===== src/rtl/native2wb.sv =====
// Native user port to classic Wishbone B4 master bridge, one transaction outstanding.
// Optional ack watchdog is compiled in when NATIVE2WB_TIMEOUT_EN is defined.
module native2wb #(
   parameter int                ADDR_W         = 32,
   parameter int                DATA_W         = 256,
   parameter logic [ADDR_W-1:0] BASE_ADDR      = 32'h0200_0000,
   parameter int                TIMEOUT_CYCLES = 1024
) (
   input  logic                sys_clk,
   input  logic                sys_rst,
   input  logic                cmd_valid,
   output logic                cmd_ready,
   input  logic                cmd_payload_we,
   input  logic [ADDR_W-1:0]   cmd_payload_addr,
   input  logic                wdata_valid,
   output logic                wdata_ready,
   input  logic [DATA_W-1:0]   wdata_payload_data,
   input  logic [DATA_W/8-1:0] wdata_payload_we,
   output logic                rdata_valid,
   input  logic                rdata_ready,
   output logic [DATA_W-1:0]   rdata_payload_data,
   output logic [ADDR_W-1:0]   wishbone_adr,
   output logic [DATA_W-1:0]   wishbone_dat_w,
   input  logic [DATA_W-1:0]   wishbone_dat_r,
   output logic [DATA_W/8-1:0] wishbone_sel,
   output logic                wishbone_cyc,
   output logic                wishbone_stb,
   output logic                wishbone_we,
   output logic [2:0]          wishbone_cti,
   output logic [1:0]          wishbone_bte,
   input  logic                wishbone_ack,
   input  logic                wishbone_err,
   output logic                bus_error
);

   typedef enum logic [1:0] {IDLE, WDATA, BUS, RRESP} state_t;

   state_t state, state_nxt;
   logic   timeout, term_err, term;

`ifdef NATIVE2WB_TIMEOUT_EN
   localparam int TO_W = (TIMEOUT_CYCLES > 1) ? $clog2(TIMEOUT_CYCLES) : 1;
   logic [TO_W-1:0] to_cnt;

   // Counter idles at zero outside BUS, so every BUS entry starts a fresh count.
   always_ff @(posedge sys_clk) begin
      if (sys_rst || state != BUS) to_cnt <= '0;
      else                         to_cnt <= to_cnt + 1'b1;
   end

   assign timeout = (state == BUS) && !wishbone_ack && !wishbone_err &&
                    (to_cnt == TO_W'(TIMEOUT_CYCLES - 1));
`else
   assign timeout = 1'b0;
`endif

   assign term_err     = wishbone_err | timeout;
   assign term         = wishbone_ack | term_err;
   assign wishbone_cti = 3'b000;
   assign wishbone_bte = 2'b00;

   always_ff @(posedge sys_clk) begin
      if (sys_rst) state <= IDLE;
      else         state <= state_nxt;
   end

   always_comb begin
      state_nxt = state;
      case (state)
         IDLE:    if (cmd_valid)   state_nxt = cmd_payload_we ? WDATA : BUS;
         WDATA:   if (wdata_valid) state_nxt = BUS;
         BUS:     if (term)        state_nxt = wishbone_we ? IDLE : RRESP;
         RRESP:   if (rdata_ready) state_nxt = IDLE;
         default:                  state_nxt = IDLE;
      endcase
   end

   always_comb begin
      cmd_ready   = 1'b0;
      wdata_ready = 1'b0;
      rdata_valid = 1'b0;
      case (state)
         IDLE:    cmd_ready   = 1'b1;
         WDATA:   wdata_ready = 1'b1;
         RRESP:   rdata_valid = 1'b1;
         default: ;
      endcase
   end

   // cyc/stb follow the next state so they rise with BUS entry and drop on the termination edge.
   always_ff @(posedge sys_clk) begin
      if (sys_rst) begin
         wishbone_cyc       <= 1'b0;
         wishbone_stb       <= 1'b0;
         wishbone_we        <= 1'b0;
         wishbone_adr       <= '0;
         wishbone_dat_w     <= '0;
         wishbone_sel       <= '0;
         rdata_payload_data <= '0;
         bus_error          <= 1'b0;
      end else begin
         wishbone_cyc <= (state_nxt == BUS);
         wishbone_stb <= (state_nxt == BUS);
         bus_error    <= (state == BUS) && term_err;
         if (state == IDLE && cmd_valid) begin
            wishbone_adr <= cmd_payload_addr + BASE_ADDR;
            wishbone_we  <= cmd_payload_we;
            if (!cmd_payload_we) wishbone_sel <= '1;
         end
         if (state == WDATA && wdata_valid) begin
            wishbone_dat_w <= wdata_payload_data;
            wishbone_sel   <= wdata_payload_we;
         end
         if (state == BUS && term && !wishbone_we)
            rdata_payload_data <= term_err ? '0 : wishbone_dat_r;
      end
   end

endmodule


===== config.mk =====
export PLATFORM = sky130hd
export DESIGN_NAME = native2wb
export DESIGN_NICKNAME = d
export VERILOG_FILES = /design/src/rtl/native2wb.sv
export SDC_FILE = /design/constraint.sdc
export NUM_CORES = 1
export LEC_CHECK = 0
export BUFFER_PORTS_ARGS = -buffer_cell sky130_fd_sc_hd__buf_4
export CORE_AREA = 2 2 461 463
export CTS_CLUSTER_SIZE = 10
export DETAILED_ROUTE_END_ITERATION = 6
export DIE_AREA = 0 0 463 465
export GPL_ROUTABILITY_DRIVEN = 0
export GPL_TIMING_DRIVEN = 0
export HOLD_SLACK_MARGIN = 0.03
export PLACE_DENSITY = 0.3
export SYNTH_ARGS = -nofsm -noshare
export SYNTH_HDL_FRONTEND = slang
export SYNTH_SLANG_ARGS = --single-unit

===== constraint.sdc =====
create_clock -name sys_clk -period 1.95 [get_ports sys_clk]
set_input_delay 0.0975 -clock sys_clk [delete_from_list [all_inputs] [get_ports sys_clk]]
set_output_delay 0.0975 -clock sys_clk [all_outputs]
set_load 0.005 [all_outputs]

# Yosys cells after proc, flatten, opt, wreduce, memory -nomap -nowiden
# Index checks and enable logic that the tools add are counted.
# W data, S select, Z words.
[op_classes] n_addsub=1 n_eq_ne=5 mux=14 n_bitwise=1 reduce_logical=9
[ops] operator="$mux W256" n=1
[ops] operator="$mux W32" n=3
[ops] operator="$add A32 B26 Y32 const B" n=1
[ops] operator="$mux W2" n=6
[ops] operator="$pmux W2 S4" n=1
[ops] operator="$eq A2 B2 Y1 const B" n=3
[ops] operator="$logic_and A1 B1 Y1" n=5
[ops] operator="$mux W1" n=3
[ops] operator="$eq A2 B1 Y1 const B" n=1
[ops] operator="$logic_not A2 Y1" n=1
[ops] operator="$ne A2 B1 Y1 const B" n=1
[ops] operator="$reduce_and A2 Y1" n=1
[ops] operator="$reduce_bool A2 Y1" n=1
[ops] operator="$logic_not A1 Y1" n=1
[ops] operator="$or A1 B1 Y1" n=1
[totals] ff_bits=581 inputBits=584 output_inout_bits=588

# Longest topological paths before layout
# Gate-level depths: netlist of the first run.
[logic_depth] depth_word=4 ltp_mapped=8 ltp_nobuf=5

# Least setup slack after synthesis of the first run
# No wires, ideal clock.
[synth_timing] kind="reg-to-reg" from="register state[0]" to="register rdata_payload_data[241]" setup_ps=140 arrival_time_ps=1382 slack_ps=427 path_stages_with_launch=9 period_less_slack_ps=1523 path_cell_list="dfxtp_1 buf_6 nand2b_4 or3_1 buf_2 buf_6 buf_6 nand2_2 a21oi_2"
[synth_via] elab_chain_cells=3
[synth_rtl] item="start, declared" line_no="38" source="state_t state, state_nxt;"
[synth_rtl] item="start signal, assigned" line_no="64" source="else state <= state_nxt;"
[synth_rtl] item="$eq A2 B2 Y1" line_no="114" source="if (state == BUS && term && !wishbone_we)"
[synth_rtl] item="$logic_and A1 B1 Y1 (2 in a row)" line_no="114"
[synth_rtl] item="end signal, assigned" line_no="115" source="rdata_payload_data <= term_err ? '0 : wishbone_dat_r;"
[synth_rtl] item="end, declared" line_no="21" source="output logic [DATA_W-1:0] rdata_payload_data,"
# No other way between the ends.
# A chain may end at the register's enable or synchronous reset.

# Worst setup path after layout of the first run
[layout_timing] from="register state[0]" to="register rdata_payload_data[240]"
# Same word-level chain as after synthesis.

==> results.md, run 1 <==
* Clock period minus final worst setup slack at 1.95 ns
* Source-to-sink clock delay at the later pin of the worst-skew pair at 0.70 ns
* Sum of routed wire segments on met1 at 73.4 mm
* Seq/Total Area, Yosys at 54.1%
* Die Wd at 463 um
* Number of slew-limit violations in the final report at 0
* Endpoint kind of the worst setup timing path: register
* Remaining DRCs at 0
* Met2 layer wire length in the routed design at 84.9 mm
* Synth Instances at 2572
* Post-detailed-route wirelength per cell at 24.2 um
* Pin count of the biggest net entering global routing at 14
* Via count normalized by instance count at 3.53
* First-pass GRT wire length at 235 mm
* Y dimension of the die at 465 um
* First drt pass iteration count at 5
* Antenna Violating Nets Remaining at 0
* Clock tree root driver cell: sky130_fd_sc_hd__clkbuf_16
* Critical path type: register to register
* Via count of the routed design at 25800
* Endpoints failing hold at 0
* Per-instance average area after synthesis at 8.36 um^2
* Max_cap viols at 0
* Total half-perimeter wirelength after legalization and detailed placement at 148 mm
* Pwr/cell area at 853 mW/mm^2
* Flops & latches, synth at 581
* Number of standard cells in the final layout excluding fillers at 7324
* Violations in the final reports: negative setup slack
* Post-synth design cell area at 0.0215 mm^2
* Register-to-register path setup slack at -0.0007 ns
* RSZ-0062 raised after global routing: yes
* HP Class: primary input to register
* Worst-path maximum fanout at 10
* Area Growth Syn to Fin at 98.6%
* Floorplan die area at 0.215 mm^2
* Worst hold path cell count at 4
* Area share of the largest cell type after synthesis at 54.1%
* Synth area leader: sky130_fd_sc_hd__dfxtp_1
* Global-route usage over all layers at 15.8%
* Final-layout fill cell count at 24000
* Top cells by area in the synthesized netlist: sky130_fd_sc_hd__dfxtp_1 (54%), sky130_fd_sc_hd__nand2_1 (14%), sky130_fd_sc_hd__a21oi_1 (12%)
* Required time at the worst-slack endpoint at 2.59 ns
* Met3 Wirelength at 14.6 mm
* Worst setup margin at -0.000748 ns
* Longest individual stage delay on the worst path at 0.46 ns
* Clock tree from TritonCTS: yes
* Arrival time worst endpoint at 2.59 ns
* R2R cell count at 7
* GRT Residual Overflow at 0
* Violation count after the first detailed-route iteration at 1119
* Placeable core region at 0.211 mm^2
* Placement row count at 169
* Maximum operating frequency at 0.513 GHz
* Sort of element at the start of the critical path: register
* Final Net Count at 5002
* Slowest library cell on the worst path: sky130_fd_sc_hd__clkbuf_1
* Cells after DPL at 6562
* Slew HR at 33.7%
* Initial standard-cell utilization of the core at 10.2%
* Worst Clk Skew at 0.0312 ns
* Launch point of the worst hold path: wishbone_ack
* Num ports at 1172
* Share of cells above drive strength 1 at 33.2%
* Run status: complete, but fails checks
* Clock buffer count from CTS at 84
* Yosys Warn Count at 0
* Clk pin slew, worst setup/hold paths at 0.06 ns
* Final period util at 100%
* Final WL at 177 mm
* Antenna violations before repair at 72
* Max layer used: met5
* Number of port buffers at 1165
* Number of global-route vias before repair at 26300
* Count of different cell masters after synthesis at 34
* Maximum count of clock buffers along a single path at 3
* Reg2Reg Launch Point: state[0]
* Number of H-tree levels at 3
* Worst-Margin Slew at 0.995 ns
* Clock sinks at 581
* Start point of the critical path: state[0]
* Total power after layout at 0.0365 W
* Leakage power summed over all cells at 17.0 nW
* Number of failing setup endpoints in the final timing report at 1
* Crit-path cells: buf_6 > nand2b_4 > nor3_4 > buf_4 > clkbuf_1 > nand3b_1 > a21oi_2
* Highest ir drop seen on vdd at 0.000579 V
cell usage after synthesis:
library cell,count
sky130_fd_sc_hd__nand2b_4,1
sky130_fd_sc_hd__and3b_1,1
sky130_fd_sc_hd__nand2_2,10
sky130_fd_sc_hd__a21oi_1,530
sky130_fd_sc_hd__inv_1,1
sky130_fd_sc_hd__dfxtp_1,581
sky130_fd_sc_hd__or3_1,1
sky130_fd_sc_hd__ha_1,1
sky130_fd_sc_hd__conb_1,1
sky130_fd_sc_hd__nand3b_1,256
sky130_fd_sc_hd__and2_1,3
sky130_fd_sc_hd__xnor2_1,3
sky130_fd_sc_hd__xor2_1,2
sky130_fd_sc_hd__a211oi_1,8
sky130_fd_sc_hd__buf_1,1
sky130_fd_sc_hd__a21oi_2,10
sky130_fd_sc_hd__mux2i_1,1
sky130_fd_sc_hd__buf_4,12
sky130_fd_sc_hd__nand2_1,818
sky130_fd_sc_hd__and3_1,1
sky130_fd_sc_hd__clkbuf_1,104
sky130_fd_sc_hd__or3b_1,1
sky130_fd_sc_hd__nor3_1,2
sky130_fd_sc_hd__buf_6,31
sky130_fd_sc_hd__nor3_2,30
sky130_fd_sc_hd__nor2_1,74
sky130_fd_sc_hd__nor2b_1,1
sky130_fd_sc_hd__nand2b_1,1
sky130_fd_sc_hd__o21ai_0,2
sky130_fd_sc_hd__nand3_1,2
sky130_fd_sc_hd__nor3_4,1
sky130_fd_sc_hd__buf_2,78
sky130_fd_sc_hd__nor3b_1,2
sky130_fd_sc_hd__a21oi_4,1
sequential cells by signal (all words and copies together) (netlist names):
register and count:
wishbone_stb 1, rdata_payload_data 256, wishbone_adr 32, wishbone_dat_w 256
bus_error 1, wishbone_we 1, wishbone_sel 32, state 2
worst paths after layout:
kind	end
max	rdata_payload_data[240]
min	state[1]
max reg2reg	rdata_payload_data[240]
min reg2reg	rdata_payload_data[179]
cells by family after synthesis:
group	synth area share, %
AO/OA/AOI/OAI	13.1
buffers and inverters	5.71
XOR/XNOR	0.204
AND/OR/NAND/NOR	26.8
other	0.0174
adder cells (fa/ha/maj)	0.0581
multiplexers	0.0465
flip-flops	54.1
placed cells by master, fill, tap and decap left out, types with 3 or more instances in the layout:
cell type                       count
sky130_fd_sc_hd__diode_2           22
sky130_fd_sc_hd__a21oi_2           10
sky130_fd_sc_hd__nand2_1          816
sky130_fd_sc_hd__clkinv_2          10
sky130_fd_sc_hd__dfxtp_1          581
sky130_fd_sc_hd__and2_1             3
sky130_fd_sc_hd__a21oi_1          530
sky130_fd_sc_hd__clkbuf_16         85
sky130_fd_sc_hd__buf_4           1197
sky130_fd_sc_hd__nand3b_1         256
sky130_fd_sc_hd__nor2_1            73
sky130_fd_sc_hd__nor3_2            30
sky130_fd_sc_hd__conb_1             5
sky130_fd_sc_hd__clkbuf_8          24
sky130_fd_sc_hd__clkbuf_1         112
sky130_fd_sc_hd__clkinv_16          4
sky130_fd_sc_hd__buf_2             38
sky130_fd_sc_hd__clkinvlp_4         5
sky130_fd_sc_hd__clkbuf_4          17
sky130_fd_sc_hd__a211oi_1           8
sky130_fd_sc_hd__clkbuf_2           8
sky130_fd_sc_hd__xnor2_1            3
sky130_fd_sc_hd__buf_6             37
sky130_fd_sc_hd__nand2_2           11
sky130_fd_sc_hd__dlygate4sd3_1    588
final cells by class:
cell class                      instances  area, um^2  area share, %
Timing Repair Buffer                 1755       14600           34.3
Tap cell                             2821        3530           8.26
Buffer                                226        1370           3.21
Multi-Input combinational cell       1768        8690           20.3
Inverter                                1        3.75        0.00878
Clock buffer                          127        2520           5.91
Antenna cell                           22        55.1          0.129
Clock inverter                         23         283          0.662
Sequential cell                       581       11600           27.2
metrics by stage:
step / setup TNS (ns) / cell area (um^2) / util, % / worst slack, ns / hold slack [ns]
finish: -0.000748 / 42700 / 20.3 / -0.000748 / 0.104
global route: -2.11 / 42700 / 20.3 / -0.0902 / 0.0764
CTS: 0 / 42600 / 20.2 / 0.0000131 / 0.0209
detailed placement: -182.39 / 33800 / 16.0 / -0.729 / 0.310
global placement: -355.17 / 33800 / 16.0 / -1.48 / 0.310
floorplan: 0 / 21500 / - / 0.427 / 0.193
power breakdown:
part	internal, W	switching (W)
Sequential	0.0126	0.000469
Clock	0.00912	0.00666
Combinational	0.00348	0.00412
Total	0.0252	0.0112
metal layers:
layer	vias to the layer above	track usage, %
li1	12200	-
met2	1063	27.1
met1	12300	18.7
met3	198	5.62
met4	34	4.01
met5	-	0
what timing repair did:
item                       4_1_cts  5_1_grt
gates cloned                     0        0
setup buffers                    2        0
resized for setup               39       28
pin swaps                        1        0
setup endpoints to repair      542      169
hold endpoints to repair       580        0
hold buffers                   588        0
worst max-delay path, delay by kind of cell, from the launching register on:
| kind | cells | cell delay (ns) |
|---|---|---|
| buffers and inverters | 3 | 0.78 |
| and+or+nand+nor | 3 | 0.61 |
| AOI/OAI and AO/OA | 1 | 0.17 |
| DFF | 1 | 0.30 |
Note: power is estimated with default switching activity, not from simulation.
==> run 2: changes to the inputs <==
==> config.mk (replaced) <==
export PLATFORM = sky130hd
export DESIGN_NAME = native2wb
export DESIGN_NICKNAME = d
export VERILOG_FILES = /design/src/rtl/native2wb.sv
export SDC_FILE = /design/constraint.sdc
export NUM_CORES = 1
export LEC_CHECK = 0
export ABC_AREA = 1
export BUFFER_PORTS_ARGS = -buffer_cell sky130_fd_sc_hd__buf_4
export CELL_PAD_IN_SITES_DETAIL_PLACEMENT = 1
export CELL_PAD_IN_SITES_GLOBAL_PLACEMENT = 1
export CORE_AREA = 2 2 452 454
export CTS_CLUSTER_SIZE = 10
export DETAILED_ROUTE_END_ITERATION = 6
export DIE_AREA = 0 0 454 456
export GPL_ROUTABILITY_DRIVEN = 0
export GPL_TIMING_DRIVEN = 0
export HOLD_SLACK_MARGIN = 0.03
export PLACE_DENSITY = 0.32
export SYNTH_ARGS = -nofsm -noshare
export SYNTH_HDL_FRONTEND = slang
export SYNTH_SLANG_ARGS = --single-unit
==> results.md, run 2 <==
* Number of failing setup endpoints in the final timing report at 0
* Clock buffer count from CTS at 89
* Placement row count at 165
* Clk pin slew, worst setup/hold paths at 0.05 ns
* Total half-perimeter wirelength after legalization and detailed placement at 131 mm
* Y dimension of the die at 456 um
* Violation count after the first detailed-route iteration at 857
* Clock period minus final worst setup slack at 1.81 ns
* Source-to-sink clock delay at the later pin of the worst-skew pair at 0.70 ns
* Number of port buffers at 1165
* Antenna Violating Nets Remaining at 0
* First drt pass iteration count at 5
* Num ports at 1172
* Final WL at 162 mm
* GRT Residual Overflow at 0
* Antenna violations before repair at 43
* Flops & latches, synth at 581
* Launch point of the worst hold path: cmd_payload_addr[25]
* Pin count of the biggest net entering global routing at 13
* Clock tree root driver cell: sky130_fd_sc_hd__clkbuf_16
* Cells after DPL at 6461
* Number of slew-limit violations in the final report at 0
* Synth Instances at 2620
* RSZ-0062 raised after global routing: no
* Leading cell type in the layout, fill and taps excluded: sky130_fd_sc_hd__buf_4
* Via count normalized by instance count at 3.51
* First-pass GRT wire length at 222 mm
* Pwr/cell area at 828 mW/mm^2
* Final period util at 92.9%
* HP Class: primary input to register
* Clock sinks at 581
* Required time at the worst-slack endpoint at 2.57 ns
* Number of standard cells in the final layout excluding fillers at 7223
* Number of H-tree levels at 3
* Initial standard-cell utilization of the core at 10.3%
* Synth area leader: sky130_fd_sc_hd__dfxtp_1
* Critical path type: register to register
* Worst-path maximum fanout at 10
* Final Net Count at 5061
* Clock tree from TritonCTS: yes
* Endpoint kind of the worst setup timing path: register
* Seq/Total Area, Yosys at 55.8%
* Total cell area at the placement stage at 0.0330 mm^2
* Placeable core region at 0.202 mm^2
* Reg2Reg Launch Point: state[0]
* Proportion of synthesized flip-flops having asynchronous set or reset at 0%
* Top cells by area in the synthesized netlist: sky130_fd_sc_hd__dfxtp_1 (56%), sky130_fd_sc_hd__nand2_1 (14%), sky130_fd_sc_hd__a21oi_1 (12%)
* Count of flip-flops with a built-in enable after synthesis at 0
* Post-detailed-route wirelength per cell at 22.4 um
* Leakage power summed over all cells at 17.2 nW
* Fin area at 0.0419 mm^2
* Max_cap viols at 0
* Slew HR at 29.2%
* R2R cell count at 9
* Registers with the highest flip-flop counts: rdata_payload_data x256, wishbone_dat_w x256
* Number of global-route vias before repair at 27300
* Worst hold path endpoint: wishbone_adr[25]
* Worst Clk Skew at 0.0184 ns
* Most frequently used cell type in the post-synthesis netlist: sky130_fd_sc_hd__nand2_1
* Global-route usage over all layers at 15.2%
* Reg-to-Reg End: rdata_payload_data[23]
* Area share of the largest cell type after synthesis at 55.8%
* Yosys Warn Count at 0
* Highest ir drop seen on vdd at 0.000595 V
* Run status: finished, final reports clean
* Count of different cell masters after synthesis at 28
* Arrival time worst endpoint at 2.43 ns
* Floorplan die area at 0.207 mm^2
* Worst hold path cell count at 3
* Commonest non-fill, non-tap cells in the layout: sky130_fd_sc_hd__buf_4 (1224), sky130_fd_sc_hd__nand2_1 (783), sky130_fd_sc_hd__dlygate4sd3_1 (595)
* Worst-Margin Slew at 1.06 ns
* Area Growth Syn to Fin at 101%
* Maximum count of clock buffers along a single path at 3
* Post-synth design cell area at 0.0209 mm^2
* Register-to-register path setup slack at 0.14 ns
* Remaining DRCs at 0
* Per-instance average area after synthesis at 7.96 um^2
* Most used standard cells in the synthesized netlist: sky130_fd_sc_hd__nand2_1 (784), sky130_fd_sc_hd__dfxtp_1 (581), sky130_fd_sc_hd__a21oi_1 (516), sky130_fd_sc_hd__nand3_1 (261), sky130_fd_sc_hd__nor2_1 (123)
* Die Wd at 454 um
* Sort of element at the start of the critical path: register
* Via count of the routed design at 25400
* Maximum operating frequency at 0.552 GHz
* Share of cells above drive strength 1 at 32.4%
* Endpoints failing hold at 0
* Most used DFF post-synth: sky130_fd_sc_hd__dfxtp_1
run 2: changes by cell type in the layout (fill, tap and decap cells not counted), sizes merged, moves of 14 or more:
cell | before | now
buf | 1274 | 1289
inv | 2 | 52
clkbuf | 246 | 232
a21oi | 541 | 516
nand3 | 2 | 261
o21ai | 2 | 65
nand2 | 828 | 787
nor2 | 74 | 125
nor3 | 33 | 2
nand3b | 256 | 0
run 2: how the worst max path moves through the flow:
| stage | from | depth (start not counted) | endpoint | slack [ns] |
|---|---|---|---|---|
| 6_report | state[0] | 9 | rdata_payload_data[23] | 0.14 |
| 5_1_grt | state[0] | 9 | rdata_payload_data[103] | 0.006 |
| 4_1_cts | state[0] | 9 | rdata_payload_data[146] | -0.04 |
| 3_5_place_dp | sys_rst | 4 | rdata_payload_data[248] | -1.14 |
| 3_3_place_gp | sys_rst | 4 | rdata_payload_data[248] | -1.64 |
| 2_1_floorplan | state[0] | 8 | wishbone_sel[10] | 0.61 |
run 2: per-layer routing:
layer  GRT usage (%)  up-vias  wire length [um]
li1                -    12300                 -
met1            15.7    12100             59000
met2            28.9      784             87000
met3            4.67      197             11400
met4            4.57        4              4570
met5               0        -                21
run 2: through the flow:
step                      total power [W]  setup TNS (ns)  hold slack (ns)  worst slack, ns  util [%]
after detailed placement           0.0180         -263.73            0.312            -1.14      16.3
after global routing               0.0366               0            0.135          0.00553      20.8
after global placement             0.0180         -592.85            0.306            -1.64      16.3
after CTS                          0.0358          -0.789           0.0827          -0.0387      20.8
after floorplan                    0.0147               0            0.187            0.614         -
final                              0.0347               0            0.181            0.139      20.8
run 2: area by class of cell:
| class | instances | area, um^2 |
|---|---|---|
| antenna | 17 | 42.5 |
| buffer | 224 | 1330 |
| clock buffer | 131 | 2590 |
| clock inverter | 18 | 196 |
| fill | 23900 | 160000 |
| inverter | 50 | 193 |
| multi-input combinational | 1769 | 7880 |
| sequential | 581 | 11600 |
| tap | 2672 | 3340 |
| timing repair buffer | 1761 | 14700 |
run 2: cell families (layout without fill, tap and decap cells):
logic type      Yosys count  in the layout  share of synthesized area [%]
simple gates           1177           1177                           22.9
xor+xnor                  3              3                          0.126
fa+ha+maj                 1              1                         0.0600
flops                   581            581                           55.8
other cells               1             22                         0.0180
compound gates          583            583                           14.6
buf+inv                 274           2184                           6.57
run 2: worst max-delay path, stage by stage, from the launching register on:
cell and delay [ns]:
sky130_fd_sc_hd__dfxtp_2 0.36, sky130_fd_sc_hd__inv_2 0.08, sky130_fd_sc_hd__nand2_1 0.13, sky130_fd_sc_hd__nor2_2 0.16, sky130_fd_sc_hd__nand2_4 0.14, sky130_fd_sc_hd__inv_6 0.13, sky130_fd_sc_hd__buf_8 0.18, sky130_fd_sc_hd__buf_6 0.18
sky130_fd_sc_hd__nand3_1 0.16, sky130_fd_sc_hd__a21oi_1 0.18
run 2: power breakdown:
part	total (W)	switching, W	internal (W)
registers	0.0128	0.000372	0.0125
clock network	0.0160	0.00659	0.00938
logic	0.00594	0.00297	0.00297
total	0.0347	0.00994	0.0248
run 2: timing repair:
| item | in CTS | in global routing |
|---|---|---|
| setup buffers | 1 | 0 |
| resized for setup | 54 | 22 |
| setup endpoints to repair | 520 | 236 |
| hold buffers | 595 | 0 |
| hold endpoints to repair | 580 | 0 |
==> run 3: changes to the inputs <==
==> config.mk (replaced) <==
export PLATFORM = sky130hd
export DESIGN_NAME = native2wb
export DESIGN_NICKNAME = d
export VERILOG_FILES = /design/src/rtl/native2wb.sv
export SDC_FILE = /design/constraint.sdc
export NUM_CORES = 1
export LEC_CHECK = 0
export ABC_AREA = 1
export BUFFER_PORTS_ARGS = -buffer_cell sky130_fd_sc_hd__buf_4
export CORE_AREA = 2 2 459 461
export CTS_CLUSTER_SIZE = 10
export DETAILED_ROUTE_END_ITERATION = 6
export DIE_AREA = 0 0 461 463
export GPL_ROUTABILITY_DRIVEN = 0
export GPL_TIMING_DRIVEN = 0
export HOLD_SLACK_MARGIN = 0.03
export PLACE_DENSITY = 0.3
export REMOVE_ABC_BUFFERS = 1
export SLEW_MARGIN = 0
export SYNTH_ARGS = -nofsm -noshare
export SYNTH_HDL_FRONTEND = slang
export SYNTH_SLANG_ARGS = --single-unit
==> results.md, run 3 (synthesized netlist as in run 2, its figures left out) <==
* Remaining DRCs at 0
* Leakage power summed over all cells at 17.1 nW
* Post-detailed-route wirelength per cell at 20.3 um
* Antenna Violating Nets Remaining at 0
* RSZ-0062 raised after global routing: no
* Endpoint kind of the worst setup timing path: register
* Clk pin slew, worst setup/hold paths at 0.06 ns
* HP Class: primary input to register
* Clock sinks at 581
* Required time at the worst-slack endpoint at 2.58 ns
* Clock tree root driver cell: sky130_fd_sc_hd__clkbuf_16
* Final WL at 146 mm
* Met3 global-route usage at 5.31%
* Run status: finished, final reports clean
* Clock tree from TritonCTS: yes
* Util after Layout at 20.3%
* Violation count after the first detailed-route iteration at 1115
* Area taken by flip-flops and latches at 0.0116 mm^2
* Max_cap viols at 0
* Initial standard-cell utilization of the core at 10.0%
* Maximum count of clock buffers along a single path at 3
* Registers with the highest flip-flop counts: rdata_payload_data x256, wishbone_dat_w x256
* Source-to-sink clock delay at the later pin of the worst-skew pair at 0.70 ns
* Placement row count at 168
* Global-route usage over all layers at 12.8%
* Number of slew-limit violations in the final report at 0
* Global-route met2 utilization at 22.4%
* Antenna violations before repair at 49
* Via count normalized by instance count at 3.44
* Worst-Margin Slew at 0.706 ns
* Number of global-route vias before repair at 25400
* Via count of the routed design at 24800
* Slew HR at 52.9%
* Arrival time worst endpoint at 2.49 ns
* Share of cells above drive strength 1 at 32.6%
* Final Net Count at 4896
* Total half-perimeter wirelength after legalization and detailed placement at 97.0 mm
* Number of H-tree levels at 3
* First drt pass iteration count at 5
* Number of failing setup endpoints in the final timing report at 0
* Layer with the highest usage after global routing: met2
* Pwr/cell area at 809 mW/mm^2
* Pin count of the biggest net entering global routing at 126
* Highest ir drop seen on vdd at 0.000603 V
* Num ports at 1172
* Combined area of the multi-input logic cells at 0.00811 mm^2
* Y dimension of the die at 463 um
* Floorplan die area at 0.213 mm^2
* Global Route met1 Usage at 14.2%
* Die Wd at 461 um
* Clock buffer count from CTS at 83
* Worst-path maximum fanout at 17
* Area Growth Syn to Fin at 103%
* Sort of element at the start of the critical path: register
* Commonest non-fill, non-tap cells in the layout: sky130_fd_sc_hd__buf_4 (1178), sky130_fd_sc_hd__nand2_1 (783), sky130_fd_sc_hd__dlygate4sd3_1 (594)
* Placeable core region at 0.209 mm^2
* Number of standard cells in the final layout excluding fillers at 7197
* Clock period minus final worst setup slack at 1.86 ns
* Endpoints failing hold at 0
* Maximum operating frequency at 0.536 GHz
* GRT Residual Overflow at 0
* First-pass GRT wire length at 197 mm
* Number of port buffers at 1166
* Final period util at 95.6%
* Final-layout fill cell count at 23600
* Leading cell type in the layout, fill and taps excluded: sky130_fd_sc_hd__buf_4
* Cells after DPL at 6390
* Critical path type: register to register
* Worst Clk Skew at 0.0245 ns
[run 3: path summary, 6_finish.rpt]
check                                       startpoint                endpoint  slack [ns]  depth (start not counted)
worst max-delay path                          state[1]      wishbone_dat_w[48]        0.09                          7
worst min-delay path                           sys_rst               bus_error        0.06                          3
worst max register to register                state[1]      wishbone_dat_w[48]        0.09                          7
worst min register to register  rdata_payload_data[13]  rdata_payload_data[13]        0.46                          2
[run 3: power breakdown]
group	total, W	leakage [nW]	switching (W)	internal [W]
Sequential	0.0128	4.71	0.000339	0.0124
Combinational	0.00615	11.1	0.00306	0.00309
Clock	0.0153	1.29	0.00641	0.00889
Total	0.0342	17.1	0.00981	0.0244
[run 3: layer usage]
layer	vias up	routed length [um]
li1	12000	-
met1	11600	57100
met2	932	71700
met3	171	13600
met4	28	3580
met5	-	192
[run 3: final cells by class]
cell class,instances,area share (%)
well taps,2805,8.30
clock buffers,119,5.66
repair inverters,3,0.0591
multi-input cells,1772,19.2
clock inverters,23,0.565
diodes,24,0.142
inverters,50,0.547
flip-flops and latches,581,27.5
repair buffers,1820,38.1
[run 3: what timing repair did]
item	4_1_cts	5_1_grt
hold endpoints to repair	580	51
hold buffers	590	9
setup endpoints to repair	528	172
resized for setup	51	8
setup buffers	14	1
pin swaps	4	1
gates cloned	23	6
[run 3: stage by stage]
stage | area (um^2) | setup TNS, ns | total power [W] | setup slack, ns | hold slack, ns
after global placement | 31900 | - | 0.0176 | -38.78 | 0.306
after detailed placement | 32500 | -418.60 | 0.0176 | -1.45 | 0.310
after CTS | 41900 | 0 | 0.0351 | 0.00552 | -0.0759
after global routing | 42300 | 0 | 0.0361 | 0.00592 | 0.0301
final | 42300 | 0 | 0.0342 | 0.0853 | 0.0553
after floorplan | 19700 | -4107.23 | 0.0143 | -11.32 | 0.167
[run 3: worst max-delay path: stages (launching register included)]
cell and delay (ns):
sky130_fd_sc_hd__dfxtp_4 0.40, sky130_fd_sc_hd__clkinvlp_4 0.12, sky130_fd_sc_hd__nand3_4 0.16, sky130_fd_sc_hd__buf_16 0.14, sky130_fd_sc_hd__buf_16 0.19, sky130_fd_sc_hd__nand2_1 0.08
sky130_fd_sc_hd__a21oi_1 0.13, sky130_fd_sc_hd__dlygate4sd3_1 0.56
